[config.mk]
export PLATFORM = sky130hd
export DESIGN_NAME = dm_access_ctrl
export DESIGN_NICKNAME = d
export VERILOG_FILES = /design/src/rtl/dm_access_ctrl_pkg.sv /design/src/rtl/dm_access_ctrl_st_merge.sv /design/src/rtl/dm_access_ctrl.sv
export SDC_FILE = /design/constraint.sdc
export NUM_CORES = 1
export LEC_CHECK = 0
export ABC_AREA = 1
export CORE_MARGIN = 2
export CORE_UTILIZATION = 25
export CTS_CLUSTER_DIAMETER = 40
export DETAILED_ROUTE_END_ITERATION = 8
export PLACE_DENSITY_LB_ADDON = 0.12
export SLEW_MARGIN = 20
export SYNTH_ARGS = -nofsm -noshare
export SYNTH_HDL_FRONTEND = slang
export SYNTH_SLANG_ARGS = --single-unit
[constraint.sdc]
create_clock -name clk -period 5.6 [get_ports clk]
set_input_delay 0.56 -clock clk [delete_from_list [all_inputs] [get_ports clk]]
set_output_delay 0.56 -clock clk [all_outputs]
set_load 0.02 [all_outputs]
[src/rtl/dm_access_ctrl_pkg.sv]
// rtl/dm_access_ctrl_pkg.sv - opcodes, FSM states and decode helpers for the data-memory sequencer
package dm_access_ctrl_pkg;

    localparam logic [5:0] OP_LB  = 6'b100000;
    localparam logic [5:0] OP_LH  = 6'b100001;
    localparam logic [5:0] OP_LW  = 6'b100011;
    localparam logic [5:0] OP_LBU = 6'b100100;
    localparam logic [5:0] OP_LHU = 6'b100101;
    localparam logic [5:0] OP_SB  = 6'b101000;
    localparam logic [5:0] OP_SH  = 6'b101001;
    localparam logic [5:0] OP_SW  = 6'b101011;

    typedef enum logic [2:0] {
        ST_IDLE = 3'd0,
        ST_RD   = 3'd1,
        ST_WR   = 3'd2,
        ST_DONE = 3'd3,
        ST_ERR  = 3'd4
    } state_t;

    function automatic logic is_load(input logic [5:0] op);
        case (op)
            OP_LB, OP_LH, OP_LW, OP_LBU, OP_LHU: is_load = 1'b1;
            default:                             is_load = 1'b0;
        endcase
    endfunction

    // Unknown opcodes count as faults so they never touch memory.
    function automatic logic access_fault(input logic [5:0] op, input logic [1:0] sel);
        case (op)
            OP_LB, OP_LBU, OP_SB: access_fault = 1'b0;
            OP_LH, OP_LHU, OP_SH: access_fault = sel[0];
            OP_LW, OP_SW:         access_fault = |sel;
            default:              access_fault = 1'b1;
        endcase
    endfunction

endpackage

[src/rtl/dm_access_ctrl_st_merge.sv]
// rtl/dm_access_ctrl_st_merge.sv - inserts sub-word store data into the word read back from memory
module dm_access_ctrl_st_merge
    import dm_access_ctrl_pkg::*;
(
    input  logic [5:0]  op,
    input  logic [1:0]  sel,
    input  logic [31:0] rdata,
    input  logic [31:0] wdata,
    output logic [31:0] merged
);

    always_comb begin
        merged = rdata;
        if (op == OP_SB) begin
            merged[{3'b000, sel} * 8 +: 8] = wdata[7:0];
        end else if (op == OP_SH) begin
            if (sel[1]) begin
                merged[31:16] = wdata[15:0];
            end else begin
                merged[15:0] = wdata[15:0];
            end
        end else begin
            merged = wdata;
        end
    end

endmodule

[src/rtl/dm_access_ctrl.sv]
// rtl/dm_access_ctrl.sv - load/store memory handshake sequencer with read-modify-write and DMR latch
module dm_access_ctrl
    import dm_access_ctrl_pkg::*;
#(
    parameter int ADDR_W = 32,
    parameter int DATA_W = 32
) (
    input  logic              clk,
    input  logic              rst_n,
    input  logic              req,
    input  logic [5:0]        op,
    input  logic [ADDR_W-1:0] addr,
    input  logic [DATA_W-1:0] wdata,
    output logic              busy,
    output logic              done,
    output logic              align_err,
    output logic              mem_req,
    output logic              mem_we,
    output logic [ADDR_W-1:0] mem_addr,
    output logic [DATA_W-1:0] mem_wdata,
    input  logic [DATA_W-1:0] mem_rdata,
    input  logic              mem_ready,
    output logic [DATA_W-1:0] dmr_data,
    output logic [1:0]        dmr_sel,
    output logic [5:0]        dmr_op
);

    state_t            state, state_nx;
    logic [5:0]        op_q;
    logic [ADDR_W-1:0] addr_q;
    logic [DATA_W-1:0] wdata_q;
    logic [DATA_W-1:0] wword_q;
    logic [DATA_W-1:0] merged;
    logic              accept;

    assign accept = (state == ST_IDLE) && req;

    always_ff @(posedge clk) begin
        if (!rst_n) begin
            state <= ST_IDLE;
        end else begin
            state <= state_nx;
        end
    end

    always_comb begin
        state_nx = state;
        case (state)
            ST_IDLE: begin
                if (req) begin
                    if (access_fault(op, addr[1:0])) begin
                        state_nx = ST_ERR;
                    end else if (op == OP_SW) begin
                        state_nx = ST_WR;
                    end else begin
                        state_nx = ST_RD;
                    end
                end
            end
            ST_RD: begin
                if (mem_ready) begin
                    if (is_load(op_q)) begin
                        state_nx = ST_DONE;
                    end else if (op_q == OP_SB || op_q == OP_SH) begin
                        state_nx = ST_WR;
                    end
                end
            end
            ST_WR:   if (mem_ready) state_nx = ST_DONE;
            ST_DONE: state_nx = ST_IDLE;
            ST_ERR:  state_nx = ST_IDLE;
            default: state_nx = ST_IDLE;
        endcase
    end

    always_comb begin
        busy      = (state != ST_IDLE);
        done      = (state == ST_DONE) || (state == ST_ERR);
        align_err = (state == ST_ERR);
        mem_req   = (state == ST_RD) || (state == ST_WR);
        mem_we    = (state == ST_WR);
        mem_addr  = {addr_q[ADDR_W-1:2], 2'b00};
        mem_wdata = wword_q;
    end

    dm_access_ctrl_st_merge u_st_merge (
        .op     (op_q),
        .sel    (addr_q[1:0]),
        .rdata  (mem_rdata),
        .wdata  (wdata_q),
        .merged (merged)
    );

    // wword_q is loaded with raw wdata on accept so SW can go straight to WR.
    always_ff @(posedge clk) begin
        if (!rst_n) begin
            op_q     <= '0;
            addr_q   <= '0;
            wdata_q  <= '0;
            wword_q  <= '0;
            dmr_data <= '0;
            dmr_sel  <= '0;
            dmr_op   <= '0;
        end else begin
            if (accept) begin
                op_q    <= op;
                addr_q  <= addr;
                wdata_q <= wdata;
                wword_q <= wdata;
                if (is_load(op) && !access_fault(op, addr[1:0])) begin
                    dmr_op  <= op;
                    dmr_sel <= addr[1:0];
                end
            end
            if (state == ST_RD && mem_ready) begin
                if (is_load(op_q)) begin
                    dmr_data <= mem_rdata;
                end else begin
                    wword_q <= merged;
                end
            end
        end
    end

endmodule

---- Word level (Yosys, flattened, before mapping) ----
Index checks and enable logic that the tools add are counted.
storage, ports and cells
  bits in registers ....................... 145
  bits in latches ......................... 0
  memory bits (writable) .................. 0
  bits in read-only memories .............. 0
  input bits .............................. 106
  output and inout port bits .............. 109
  logic and storage cells ................. 81
  memories ................................ 0
operators by class
  add/subtract/negate cells ............... 1
  $mul .................................... 0
  divide/modulo/power cells ............... 0
  $lt $le $gt $ge ......................... 0
  equal/unequal tests ..................... 23
  shift operators ......................... 2
  muxes and demuxes ....................... 29
  bitwise logic cells ..................... 0
  reduce and logical (&&, ||, !) cells .... 18
operator list
  cell                                                                     number
  32-bit two-way mux                                                       5
  6-bit == test, second input constant                                     15
  5-bit negation with 34-bit output                                        1
  8-bit by 34-bit variable shift with 32-bit output, first input constant  1
  8-bit by 34-bit variable part select with 32-bit output                  1
  32-bit bitwise mux                                                       1
  16-bit two-way mux                                                       2
  3-bit two-way mux                                                        6
  1-bit two-way mux                                                        12
  5-bit OR reduction                                                       2
  3-bit case mux with 3 select lines                                       1
  3-bit by 2-bit == test with 1-bit output, second input constant          2
  3-bit OR reduction                                                       2
  2-bit inequality test, second input constant                             2
  2-bit AND reduction                                                      2
  4-bit AND reduction                                                      1
  2-bit OR reduction                                                       2
  3-bit by 1-bit == test with 1-bit output, second input constant          1
  3-bit == test, second input constant                                     1
  1-bit logical AND                                                        3
  3-bit logical NOT                                                        1
  1-bit logical OR                                                         3
  3-bit inequality test, second input constant                             1
  1-bit case mux with 3 select lines                                       1
  4 further kinds                                                          4

---- Logic depth before layout (Yosys ltp) ----
Gate-level depths: netlist of the first run.
  word-level depth ........................ 8
  gate-level depth with buffers ........... 12
  depth with buffers taken out ............ 10

---- Hierarchy ----
Synthesis of the first run repeated with hierarchy kept, for this count alone.
second synthesis, totals
  cell total of the unflattened synthesis .. 1170
  area, all modules ....................... 7597.3 µm²
modules (own cells, without submodules)
  module                   times used  cells an instance  area each (µm²)  seq. area each (µm²)
  dm_access_ctrl           1           720                5627.9           2902.8
  dm_access_ctrl_st_merge  1           450                1969.4           0.0

---- Least setup slack after synthesis of the first run ----
Ideal clock, no wire load.
  path type ............................... register to register
  from .................................... reg addr_q[1]
  to ...................................... reg wword_q[0] (netlist: mem_wdata[0])
  library setup time ...................... 0.070 ns
  arrival ................................. 1.816 ns
  required time ........................... 5.530 ns
  path slack .............................. 3.713 ns
  cell stages (with the launch flop) ...... 12
  buffers on the path ..................... 2
  clock period less this slack ............ 1.887 ns
  path through ............................ dfxtp_1 -> clkbuf_1 -> inv_1 -> buf_2 -> ha_1 -> inv_1 -> nand3_1 -> o21ai_0 -> nor2_1 -> nor2_1 -> nand2_1 -> a21oi_1
between the ends
  word-level cells in the longest chain between the ends .. 6
  elaborated cells on any way between the ends .. 9
  those cells by class .................... add/sub: 1; shift: 2; mux: 6
RTL lines
  what                                                                                                                                 line                           RTL
  start: declaration                                                                                                                   dm_access_ctrl.sv:30           logic [ADDR_W-1:0] addr_q;
  start signal: assignment                                                                                                             dm_access_ctrl.sv:107          addr_q <= addr;
  5-bit negation with 34-bit output                                                                                                    dm_access_ctrl_st_merge.sv:15  merged[{3'b000, sel} * 8 +: 8] = wdata[7:0];
  8-bit by 34-bit variable part select with 32-bit output / 8-bit by 34-bit variable shift with 32-bit output (equally long branches)  dm_access_ctrl_st_merge.sv:15
  32-bit bitwise mux                                                                                                                   dm_access_ctrl_st_merge.sv:15
  32-bit two-way mux *                                                                                                                 dm_access_ctrl_st_merge.sv:14  if (op == OP_SB) begin
  32-bit two-way mux *                                                                                                                 dm_access_ctrl.sv:116          if (is_load(op_q)) begin
  32-bit two-way mux *                                                                                                                 dm_access_ctrl.sv:115          if (state == ST_RD && mem_ready) begin
  end signal: assignment                                                                                                               dm_access_ctrl.sv:109          wword_q <= wdata;
  end signal: assignment                                                                                                               dm_access_ctrl.sv:119          wword_q <= merged;
  end: declaration                                                                                                                     dm_access_ctrl.sv:32           logic [DATA_W-1:0] wword_q;
Mark *: on every way between the ends. The rest lies on a longest branch, timed or not.
A chain may end at the register's enable or synchronous reset.

---- Worst setup path in the final report of the first run ----
  from .................................... in req
  to ...................................... reg wword_q[29] (netlist: mem_wdata[29])
between the ends
  word-level cells in the longest chain between the ends .. 4
RTL lines
  what                  line                   RTL
  start: declaration    dm_access_ctrl.sv:10   input logic req,
  1-bit logical AND *   dm_access_ctrl.sv:36   assign accept = (state == ST_IDLE) && req;
  32-bit two-way mux *  dm_access_ctrl.sv:105  if (accept) begin
  32-bit two-way mux    dm_access_ctrl.sv:116
  32-bit two-way mux *  dm_access_ctrl.sv:115
Marks and branches as above.

==> impl_summary.md, run 1 <==
Pwr
The power per unit of standard cell area is 409.3 nW/µm². The share of total power in combinational logic is 37.9%. VDD sags by at most 394.4 µV.

The total chip power is 0.004080 W. The part of the power in the clock network is 27.8%. Net switching is 38.64% of the power.

The share of total power in sequential cells is 34.3%. The leakage dissipation is 4.024 nW. Summed over all nets, the switching power comes to 0.001577 W. The cell internal power dissipation is 0.002503 W.

STA
In the post-route analysis, the smallest setup slack over all paths is 3085 ps. The maximum clock skew at final layout is 17.34 ps. The relative slew slack is 37.07%. The number of endpoints with negative hold slack in the final report is 0. For the pin with the worst max-slew slack, the measured transition is 942.6 ps. For the finished layout, the period the worst path requires is 2515 ps. The highest clock rate is 0.3976 GHz. The summed negative setup slack over all endpoints is 0 ps. Setup violations remaining at the end of the flow were counted as 0. The ratio of final minimum period to clock period is 44.92%. The number of pins with negative max-slew slack in the final report is 0. Setup repair after global routing left no endpoint under its margin.

Die
The die covers 30700 µm². The area of the placeable core is 28780 µm². Row generation in the floorplan step produced 62 rows. The floorplan step set the die width to 175.2 µm.

The initial cell density of the core is 25.47%. The I/O pin count is 215. The floorplan step set the die height to 175.2 µm.

Worst setup path
The data arrival time of the worst path is 2830 ps. At the worst endpoint, the required time is 5920 ps. The worst register-to-register path begins at addr_q[0]. The worst setup path startpoint is req. The startpoint kind of the worst setup timing path is a primary input.

The slack of the worst reg-to-reg path is 3110 ps. The setup path with the least slack is of type primary input to register. STA classifies the critical path endpoint as a register. In this run the worst path has a maximum fanout of 56.

Placement
Once detailed placement completed, the half-perimeter wirelength came to 19160 µm. The global placement routability congestion is 0.8099. During placement, the flow inserted port buffers numbering 212. The worst-case setup slack after placement is 2570 ps. The cell count after placement is 1605.

Clocking
The clock sink count is 145. The CTS tree is done. The number of buffers inserted during clock tree synthesis is 17. The insertion delay of the later-clocked pin in the worst-skew pair is 430 ps. Post-CTS repair changed the size of 0 cells. The number of buffers on the longest clock path is 2. The number of setup buffers added after CTS is 0. The number of H-tree levels is 4. The count of hold-fix buffers inserted at cts is 0. The clock slew seen by the registers of the worst setup and hold paths is 60 ps. The cell at the root of the clock tree is sky130_fd_sc_hd__clkbuf_16.

Routing
In this run the remaining antenna-violating nets after routing total 0. The routed layout has 7315 vias. The remaining routing DRC violations is 0. The vias per cell is 4.466. In the final routed layout, each cell accounts on average for 16.66 µm. The first routing iteration left 403 violations.

The total wirelength of the detailed-routed design is 27290 µm. The first-pass detailed-route iteration total is 4.

Yosys
The total standard cell area after synthesis is 7330 µm². In this run the mean area of a mapped cell was 6.669 µm². Counting flops and latches in the post-synthesis netlist gives 145.

The share of the Yosys chip area taken by registers is 39.60%. The number of different library cells used by synthesis comes to 36. The Yosys step of the flow raised 0 warnings. The post-synthesis instance total is 1099.

Final layout
Leaving out fill and tap cells, the most frequent cell in the layout is sky130_fd_sc_hd__nand2_1. The fraction of layout cells with a size suffix above 1 is 5.112%. The fill cell instance count of the final layout is 3132. The area added between synthesis and finish is 35.98%. The final non-filler cell total is 1638.

For this run, the post-layout net count is 1351. Leaving out fill and tap cells, the most frequent cells in the layout are sky130_fd_sc_hd__nand2_1, sky130_fd_sc_hd__clkdlybuf4s50_1, sky130_fd_sc_hd__nor2_1, sky130_fd_sc_hd__dfxtp_1, sky130_fd_sc_hd__o21ai_0.

Hold path
The worst hold path belongs to the class register to register. The worst hold path begins at dmr_op[3].

Outcome
The run finished with clean final reports.

Global route
The via count of the first global-routing pass is 6945. Summed over all layers, the global routing overflow is 0. Entering global routing, the biggest net connects 68 pins. The initial antenna violation count came to 3. Across every metal layer, demand over resource in global routing totals 17.57%.

The wire length of the first global-routing pass is 41520 µm.

Run
The max capacitance violation total is 0.
## critical path, cell delays in order
cell	delay, ps
sky130_fd_sc_hd__clkdlybuf4s50_1	480
sky130_fd_sc_hd__inv_1	80
sky130_fd_sc_hd__nor2_4	120
sky130_fd_sc_hd__clkinv_2	630
sky130_fd_sc_hd__buf_4	590
sky130_fd_sc_hd__nand2_1	120
sky130_fd_sc_hd__a31oi_1	70
sky130_fd_sc_hd__and2_1	180
## synthesized netlist by cell type
master	count	share of area [%]
sky130_fd_sc_hd__nor2_8	1	0.27
sky130_fd_sc_hd__ha_1	5	0.85
sky130_fd_sc_hd__clkbuf_1	27	1.4
sky130_fd_sc_hd__nor2_2	1	0.085
sky130_fd_sc_hd__nand4_1	7	0.60
sky130_fd_sc_hd__inv_6	1	0.12
sky130_fd_sc_hd__clkinv_1	1	0.051
sky130_fd_sc_hd__a21boi_0	1	0.10
sky130_fd_sc_hd__buf_2	30	2.0
sky130_fd_sc_hd__nand2_2	4	0.34
sky130_fd_sc_hd__nand2_1	287	15
sky130_fd_sc_hd__conb_1	1	0.051
sky130_fd_sc_hd__nand2_4	1	0.15
sky130_fd_sc_hd__o22ai_1	11	0.94
sky130_fd_sc_hd__o21ai_1	1	0.068
sky130_fd_sc_hd__o21ai_0	110	7.5
sky130_fd_sc_hd__o21bai_1	6	0.61
sky130_fd_sc_hd__inv_1	58	3.0
sky130_fd_sc_hd__nor2_1	164	8.4
sky130_fd_sc_hd__a21oi_2	4	0.48
sky130_fd_sc_hd__o21a_1	1	0.10
sky130_fd_sc_hd__a21oi_1	90	6.1
sky130_fd_sc_hd__buf_6	7	1.1
sky130_fd_sc_hd__and2_1	4	0.34
sky130_fd_sc_hd__buf_4	35	3.6
sky130_fd_sc_hd__a31oi_1	4	0.34
sky130_fd_sc_hd__nor2_4	3	0.46
sky130_fd_sc_hd__nand3_1	74	5.1
sky130_fd_sc_hd__o211ai_1	3	0.31
sky130_fd_sc_hd__nand3_4	1	0.24
sky130_fd_sc_hd__nor3_4	1	0.22
sky130_fd_sc_hd__nor3_1	1	0.068
sky130_fd_sc_hd__nand3_2	1	0.14
sky130_fd_sc_hd__dfxtp_1	145	40
sky130_fd_sc_hd__or2_2	5	0.43
sky130_fd_sc_hd__inv_2	3	0.15
## layout make-up
class / count / area [µm²] / area share [%]
multi-input cells: 793 / 3596 / 36.08
diodes: 2 / 5.005 / 0.05021
well taps: 384 / 480.5 / 4.820
repair buffers: 220 / 2177 / 21.84
clock buffers: 21 / 450.4 / 4.519
clock inverters: 10 / 112.6 / 1.130
inverters: 63 / 242.7 / 2.435
flip-flops and latches: 145 / 2903 / 29.12
## registers in the layout, summed over array words and instances (netlist names)
register and cells:
state 3, addr_q 32, dmr_op 6, dmr_sel 2
wdata_q 32, dmr_data 32, op_q 6, mem_wdata 32
## power groups by stage
| stage | logic (W) | clock network (W) | registers, W |
|---|---|---|---|
| final | 0.00155 | 0.00113 | 0.00140 |
| after global routing | 0.00171 | 0.00121 | 0.00143 |
| after global placement | 0.00156 | 0 | 0.00142 |
| after detailed placement | 0.00156 | 0 | 0.00142 |
| after CTS | 0.00157 | 0.00117 | 0.00140 |
| after floorplan | 0.000991 | 0 | 0.00145 |
## cells by family after synthesis
| family | after synthesis | share of synthesized area (%) |
|---|---|---|
| simple gates | 555 | 31.50 |
| compound gates | 231 | 16.61 |
| buf+inv | 162 | 11.39 |
| flops | 145 | 39.60 |
| fa+ha+maj | 5 | 0.8535 |
| other cells | 1 | 0.05116 |
## layer usage
metal  vias to the layer above  wire, µm  GRT usage (%)
met3                        28      1261          4.156
met4                         2       587          5.799
met5                         -        13              0
met2                       163     12740          27.84
met1                      3326     12690          23.43
li1                       3796         -              -
## metrics by stage
step                      utilization, %  hold slack, ps  instance area, µm²
after floorplan                        -           435.5                7333
after global placement             32.66           436.0                9399
after detailed placement           32.66           443.8                9399
after CTS                          34.61           462.1                9962
after global routing               34.62           481.4                9965
final                              34.63           458.6                9967
## final timing paths
check                                endpoint  cells past startpoint
worst min-delay path                dmr_op[3]                      2
worst min register to register      dmr_op[3]                      2
worst max register to register   mem_wdata[0]                      9
worst max-delay path            mem_wdata[29]                      8
Note: power is estimated with default switching activity, not from simulation.
==> run 2, diff against run 1 <==
==> constraint.sdc (replaced) <==
create_clock -name clk -period 2 [get_ports clk]
set_input_delay 0.2 -clock clk [delete_from_list [all_inputs] [get_ports clk]]
set_output_delay 0.2 -clock clk [all_outputs]
set_load 0.02 [all_outputs]
==> run 2 against run 1 <==
  * Global-route usage is 0.32 points higher
  * Power increased to 2.9 times the previous value
  * Sequential cell count is the same
  * Core utilization grew 0.96 points
  * Register-to-register slack worse by 2900 ps
  * Hold slack lost 120 ps
  * Wire length rose by 1.9%
  * Non-clock buffer count is 18 higher
==> impl_summary.md, run 2 (synthesis results as in run 1) <==
Final layout
In the final layout, the share of cells above drive strength 1 is 6.609%. In the layout the commonest cells are sky130_fd_sc_hd__nand2_1, sky130_fd_sc_hd__clkdlybuf4s50_1, sky130_fd_sc_hd__nor2_1, sky130_fd_sc_hd__dfxtp_1, sky130_fd_sc_hd__o21ai_0. The library cell used most frequently in the layout, excluding fill and tap cells, is sky130_fd_sc_hd__nand2_1.

The net count of the finished layout is 1369. Cells fill 35.59% of the core in the end. The area added between synthesis and finish is 39.74%.

Worst setup path
The peak fanout along the critical path is 4. The worst setup path is captured at an output port. The critical path data required time is 1800 ps. For this run, the slowest stage of the critical path takes 620 ps. The critical path is of the register to output port type. Traced cell by cell, the critical path runs through nor2_2 > nand2_2 > clkdlybuf4s50_1. At the worst endpoint, the arrival time is 1670 ps. The largest individual stage delay along the critical path comes from the cell sky130_fd_sc_hd__clkdlybuf4s50_1.

STA classifies the critical path startpoint as a register.

STA
The ratio of final minimum period to clock period is 93.36%. The slew at the pin with the worst max-slew slack is 540.2 ps. The highest clock rate is 0.5356 GHz.

After layout, the minimum clock period comes to 1867 ps. The number of pins with negative max-slew slack in the final report came to 0. The post-route worst setup slack is 132.8 ps.

The summed negative setup slack over all endpoints is 0 ps. The number of endpoints with negative hold slack in the final report is 0. In this run the tightest slew margin relative to its limit is 63.95%. Setup repair after global routing could not meet its margin everywhere.

The final-report setup violation count is 0. Between clock sinks in the finished design, the worst skew comes to 13.04 ps.

Die
Pin placement for this block handled 215 I/O pins. Measured along the y axis, the die boundary spans 175.2 µm. For this configuration, the core starts out at a cell density of 25.47%. The area enclosed by the die boundary is 30700 µm². The floorplan has 62 rows. The die width is 175.2 µm. The core region is 28780 µm².

Placement
The worst-case setup slack after placement is 11.46 ps. The port buffer count is 212. Summed over all nets, the half-perimeter wirelength after detailed placement is 19540 µm. The global placement routability congestion is 0.8212.

Run
The max capacitance violation total is 0.

Routing
After the first detailed-routing iteration, the DRC count stood at 450. The remaining routing DRC violations is 0. The detail-routed net length per standard cell is 16.78 µm. The total wirelength of the detailed-routed design is 27810 µm. Across all layers, the routed design uses 7484 vias. For this run, the detailed router's first-pass iteration total came to 7. The count of nets left with antenna violations once routing finished came out at 0. In the routed layout, each cell is associated on average with a via count of 4.517.

Global route
The first global-routing pass estimated 42320 µm of wire. Global routing consumed, over all layers together, 17.89% of the routing resources. The via count of the first global-routing pass is 7235.

The initial antenna violation count is 2. Entering global routing, the biggest net connects 106 pins. After global routing the overflow that remains totals 0.

Hold path
The path class of the lowest-slack min-delay path is primary input to register.

Pwr
In this run the power density over the cells is 1148 nW/µm². Across the VDD grid, the largest voltage drop is 503.8 µV. The analysis attributes to cell leakage a power of 4.203 nW.

Clocking
After clock tree synthesis, the clock-pin slew on the worst setup and hold paths is 60 ps. CTS saw 145 sinks. The cell at the root of the clock tree is sky130_fd_sc_hd__clkbuf_16. Clock tree synthesis inserted a total of 17 buffers. The number of buffers on the longest clock path is 2. The insertion delay of the later-clocked pin in the worst-skew pair is 430 ps.

The H-tree was split into 4 levels. In this run the post-CTS setup repair buffer count came out at 0. TritonCTS built the clock tree.

Outcome
The run finished with clean final reports.
[run 2: cell types whose count changed in the layout (fill, tap and decap cells not counted), sizes merged]
cell / change
buf: +18
clkbuf: -1
clkdlybuf4s50: -4
clkinv: -3
clkinvlp: +2
dlygate4sd2: +2
dlymetal6s2s: +2
inv: +3
[run 2: final timing paths]
| check | slack, ps | endpoint | from | cells past startpoint |
|---|---|---|---|---|
| hold / removal | 330 | dmr_op[0] | rst_n | 4 |
| setup / recovery | 130 | busy | state[0] | 3 |
| hold reg to reg | 450 | dmr_op[4] | dmr_op[4] | 2 |
| setup reg to reg | 170 | mem_wdata[20] | addr_q[1] | 10 |
[run 2: report_power, final]
part | leakage (nW) | internal, W | total, W | switching, W
Clock | 0.279 | 0.00191 | 0.00328 | 0.00137
Combinational | 2.74 | 0.00183 | 0.00460 | 0.00277
Sequential | 1.19 | 0.00347 | 0.00387 | 0.000406
Total | 4.20 | 0.00721 | 0.0118 | 0.00455
[run 2: worst max-delay path, delay by kind of cell (launching register included)]
kind,cells,cell delay [ps]
buffers and inverters,1,620
DFF,1,410
and+or+nand+nor,2,210
[run 2: area by class of cell]
cell class              count  area [µm²]
fillers                  3109       18540
multi-input cells         793        3596
flip-flops and latches    145        2903
repair buffers            238        2427
well taps                 384       480.5
clock buffers              20       456.7
inverters                  63       242.7
clock inverters            12       131.4
diodes                      2       5.005
[run 2: what timing repair did]
action / CTS / global route
hold buffers: 0 / 0
cloned: 0 / 0
resized for setup: 2 / 2
endpoints found under the setup margin: 2 / 10
[run 2: stage by stage]
stage,hold WS [ps],instance area (µm²),std cells,power (W)
final,333.8,10240,1657,0.01176
after global routing,355.6,10240,1656,0.01252
after CTS,325.0,10230,1655,0.01189
after detailed placement,444.8,9647,1623,0.008571
after global placement,437.6,9647,1623,0.008575
after floorplan,334.9,7333,1100,0.006836
[run 2: layer usage]
metal | part of all wire [%] | vias to the layer above | track usage [%]
li1 | - | 3825 | -
met1 | 46 | 3437 | 23.01
met2 | 47 | 196 | 29.81
met3 | 4.8 | 26 | 3.481
met4 | 2.5 | 0 | 6.215
met5 | 0 | - | 0
==> run 3, diff against run 2 <==
--- a/config.mk
+++ b/config.mk
@@ -8,6 +8,7 @@
 export ABC_AREA = 1
 export CORE_MARGIN = 2
 export CORE_UTILIZATION = 25
+export CTS_BUF_LIST = sky130_fd_sc_hd__clkbuf_4
 export CTS_CLUSTER_DIAMETER = 40
 export DETAILED_ROUTE_END_ITERATION = 8
 export PLACE_DENSITY_LB_ADDON = 0.12
==> run 3 against run 2 <==
  * Via count down 0.33%
  * Highest routed layer unchanged
  * Hold slack worse by 150 ps
  * Cell area down 3.0%
  * Worst setup slack worse by 4.6 ps
==> impl_summary.md, run 3 (synthesis results as in run 1) <==
Final layout
From synthesis to final layout, the design area changed by 35.61%. The top cell types in the final layout, fill and taps aside, are sky130_fd_sc_hd__nand2_1, sky130_fd_sc_hd__clkdlybuf4s50_1, sky130_fd_sc_hd__nor2_1, sky130_fd_sc_hd__dfxtp_1, sky130_fd_sc_hd__o21ai_0. The post-route netlist has 6.924% of its cells at a drive strength greater than 1. Leaving out fill and tap cells, the most frequent cell in the layout is sky130_fd_sc_hd__nand2_1. The post-layout utilization of the core is 34.54%. In the final design database the tool counted 1369 nets. The filler cells instantiated in the layout total 3141.

Routing
The first-pass detailed-route iteration total is 4. For this block, the via count after detailed routing is 7459. The detail-routed net length per standard cell is 16.59 µm. For this run, design rule violations remaining after detail routing come to 0. The initial detailed-routing violation count is 444.

The total wirelength of the detailed-routed design is 27500 µm. The post-route antenna net violation count is 0. In the routed layout, each cell is associated on average with a via count of 4.499.

Hold path
The path class of the lowest-slack min-delay path is primary input to register. In this run the most critical hold path is launched from rst_n.

Clocking
The count of hold-fix buffers inserted at cts is 0. The number of buffers on the longest clock path is 2. The clock net in this run drives a total of 145 sinks. The number of setup buffers added after CTS is 0. TritonCTS built the clock tree. Clock tree synthesis inserted a total of 17 buffers. The cell at the root of the clock tree is sky130_fd_sc_hd__clkbuf_4. The clock slew seen by the registers of the worst setup and hold paths is 140 ps. The insertion delay of the later-clocked pin in the worst-skew pair is 560 ps. The number of H-tree levels is 4.

Worst setup path
The largest single stage delay on the critical path is 370 ps. In this run the critical register-to-register path is launched from addr_q[1]. The critical path is of the register to output port type. The buffer and inverter count on the worst path is 2. Data arrives at the worst endpoint at 1670 ps.

The slowest stage of the critical path belongs to the cell sky130_fd_sc_hd__dfxtp_1. The signal on the critical path passes through nor2_2 > inv_1 > o21ai_0 > dlygate4sd1_1. For the worst setup path, the data required time is 1800 ps.

The cell class contributing the biggest share of worst-path delay is buffers and inverters. The worst setup path startpoint is state[0]. The endpoint class of the critical path is an output port.

The peak fanout along the critical path is 4. The startpoint kind of the worst setup timing path is a register.

Placement
Routability-driven placement finished with a final weighted congestion of 0.8212. The port buffer count is 212. Once detailed placement completed, the half-perimeter wirelength came to 19540 µm.

Global route
The total overflow left after global routing is 0. Global routing consumed, over all layers together, 17.64% of the routing resources. The first global-routing pass estimated 41970 µm of wire. The via count of the first global-routing pass is 7180. The initial antenna violation count is 3. Entering global routing, the biggest net connects 106 pins.

Run
The max capacitance violation total is 0.

Die
In this run the count of I/O pins placed on the die edge is 215. The number of cell rows is 62. The die width is 175.2 µm. The area of the placeable core is 28780 µm².

The die outline height is 175.2 µm. The initial cell density of the core is 25.47%. The area enclosed by the die boundary is 30700 µm².

STA
Summed over all failing endpoints, the final setup total negative slack is 0 ps. The relative slew slack is 64.07%. The shortest clock period the worst path allows after layout is 1872 ps. Setup repair after global routing left no endpoint under its margin. The maximum clock skew at final layout is 19.93 ps. On the final layout, the worst hold slack is 186.3 ps. Setup violations remaining at the end of the flow were counted as 0.

The number of endpoints with negative hold slack in the final report came to 0. The highest clock rate is 0.5342 GHz. At the pin with the least slew margin, the transition time is 538.4 ps. The number of pins with negative max-slew slack in the final report is 0.

The final critical path takes up 93.59% of the cycle.

Pwr
The power per unit of standard cell area is 1049 nW/µm². For this design the static power due to leakage is 4.039 nW. The worst IR drop on VDD is 419.8 µV.

Outcome
The run finished with clean final reports.
-- run 3: worst min-delay path, stage by stage --
cell and delay [ps]:
sky130_fd_sc_hd__buf_2 120, sky130_fd_sc_hd__buf_12 230, sky130_fd_sc_hd__nand2_1 110, sky130_fd_sc_hd__nor2_1 30
-- run 3: final cells by class --
class | instances | area (µm²) | area share (%)
multi-input combinational | 793 | 3612 | 36.34
sequential | 145 | 2903 | 29.20
timing repair buffer | 238 | 2420 | 24.35
tap | 384 | 480.5 | 4.834
inverter | 63 | 242.7 | 2.442
clock inverter | 14 | 138.9 | 1.397
clock buffer | 18 | 135.1 | 1.360
antenna | 3 | 7.507 | 0.07553
-- run 3: final timing paths --
| kind | to | slack [ps] | depth (start not counted) |
|---|---|---|---|
| worst max-delay path | done | 130 | 4 |
| worst min register to register | dmr_op[4] | 460 | 2 |
| worst max register to register | mem_wdata[25] | 160 | 10 |
| worst min-delay path | dmr_op[0] | 190 | 4 |
-- run 3: timing repair --
action / in CTS / in global routing
gates resized for setup: 5 / 8
gates cloned: 0 / 0
endpoints found under the setup margin: 5 / 13
-- run 3: power breakdown --
group	internal (W)	switching (W)	total, W
Combinational	0.00183	0.00277	0.00460
Sequential	0.00346	0.000404	0.00387
Clock	0.000750	0.00121	0.00196
-- run 3: through the flow --
step | instance area, µm² | power (W) | cells | worst slack, ps
6_report | 9940 | 0.01042 | 1658 | 128.2
5_1_grt | 9937 | 0.01118 | 1657 | 0.08193
4_1_cts | 9915 | 0.01053 | 1655 | 43.36
3_5_place_dp | 9647 | 0.008571 | 1623 | 11.46
3_3_place_gp | 9647 | 0.008575 | 1623 | 24.91
2_1_floorplan | 7333 | 0.006836 | 1100 | 113.2
-- run 3: layer usage --
| metal | global-route usage (%) | share of wire (%) | routed length, µm | up-vias |
|---|---|---|---|---|
| met3 | 3.220 | 4.9 | 1347 | 24 |
| met1 | 22.87 | 46 | 12550 | 3418 |
| met4 | 5.938 | 2.6 | 714 | 0 |
| li1 | - | - | - | 3827 |
| met5 | 0 | 0 | 0 | - |
| met2 | 29.43 | 47 | 12890 | 190 |
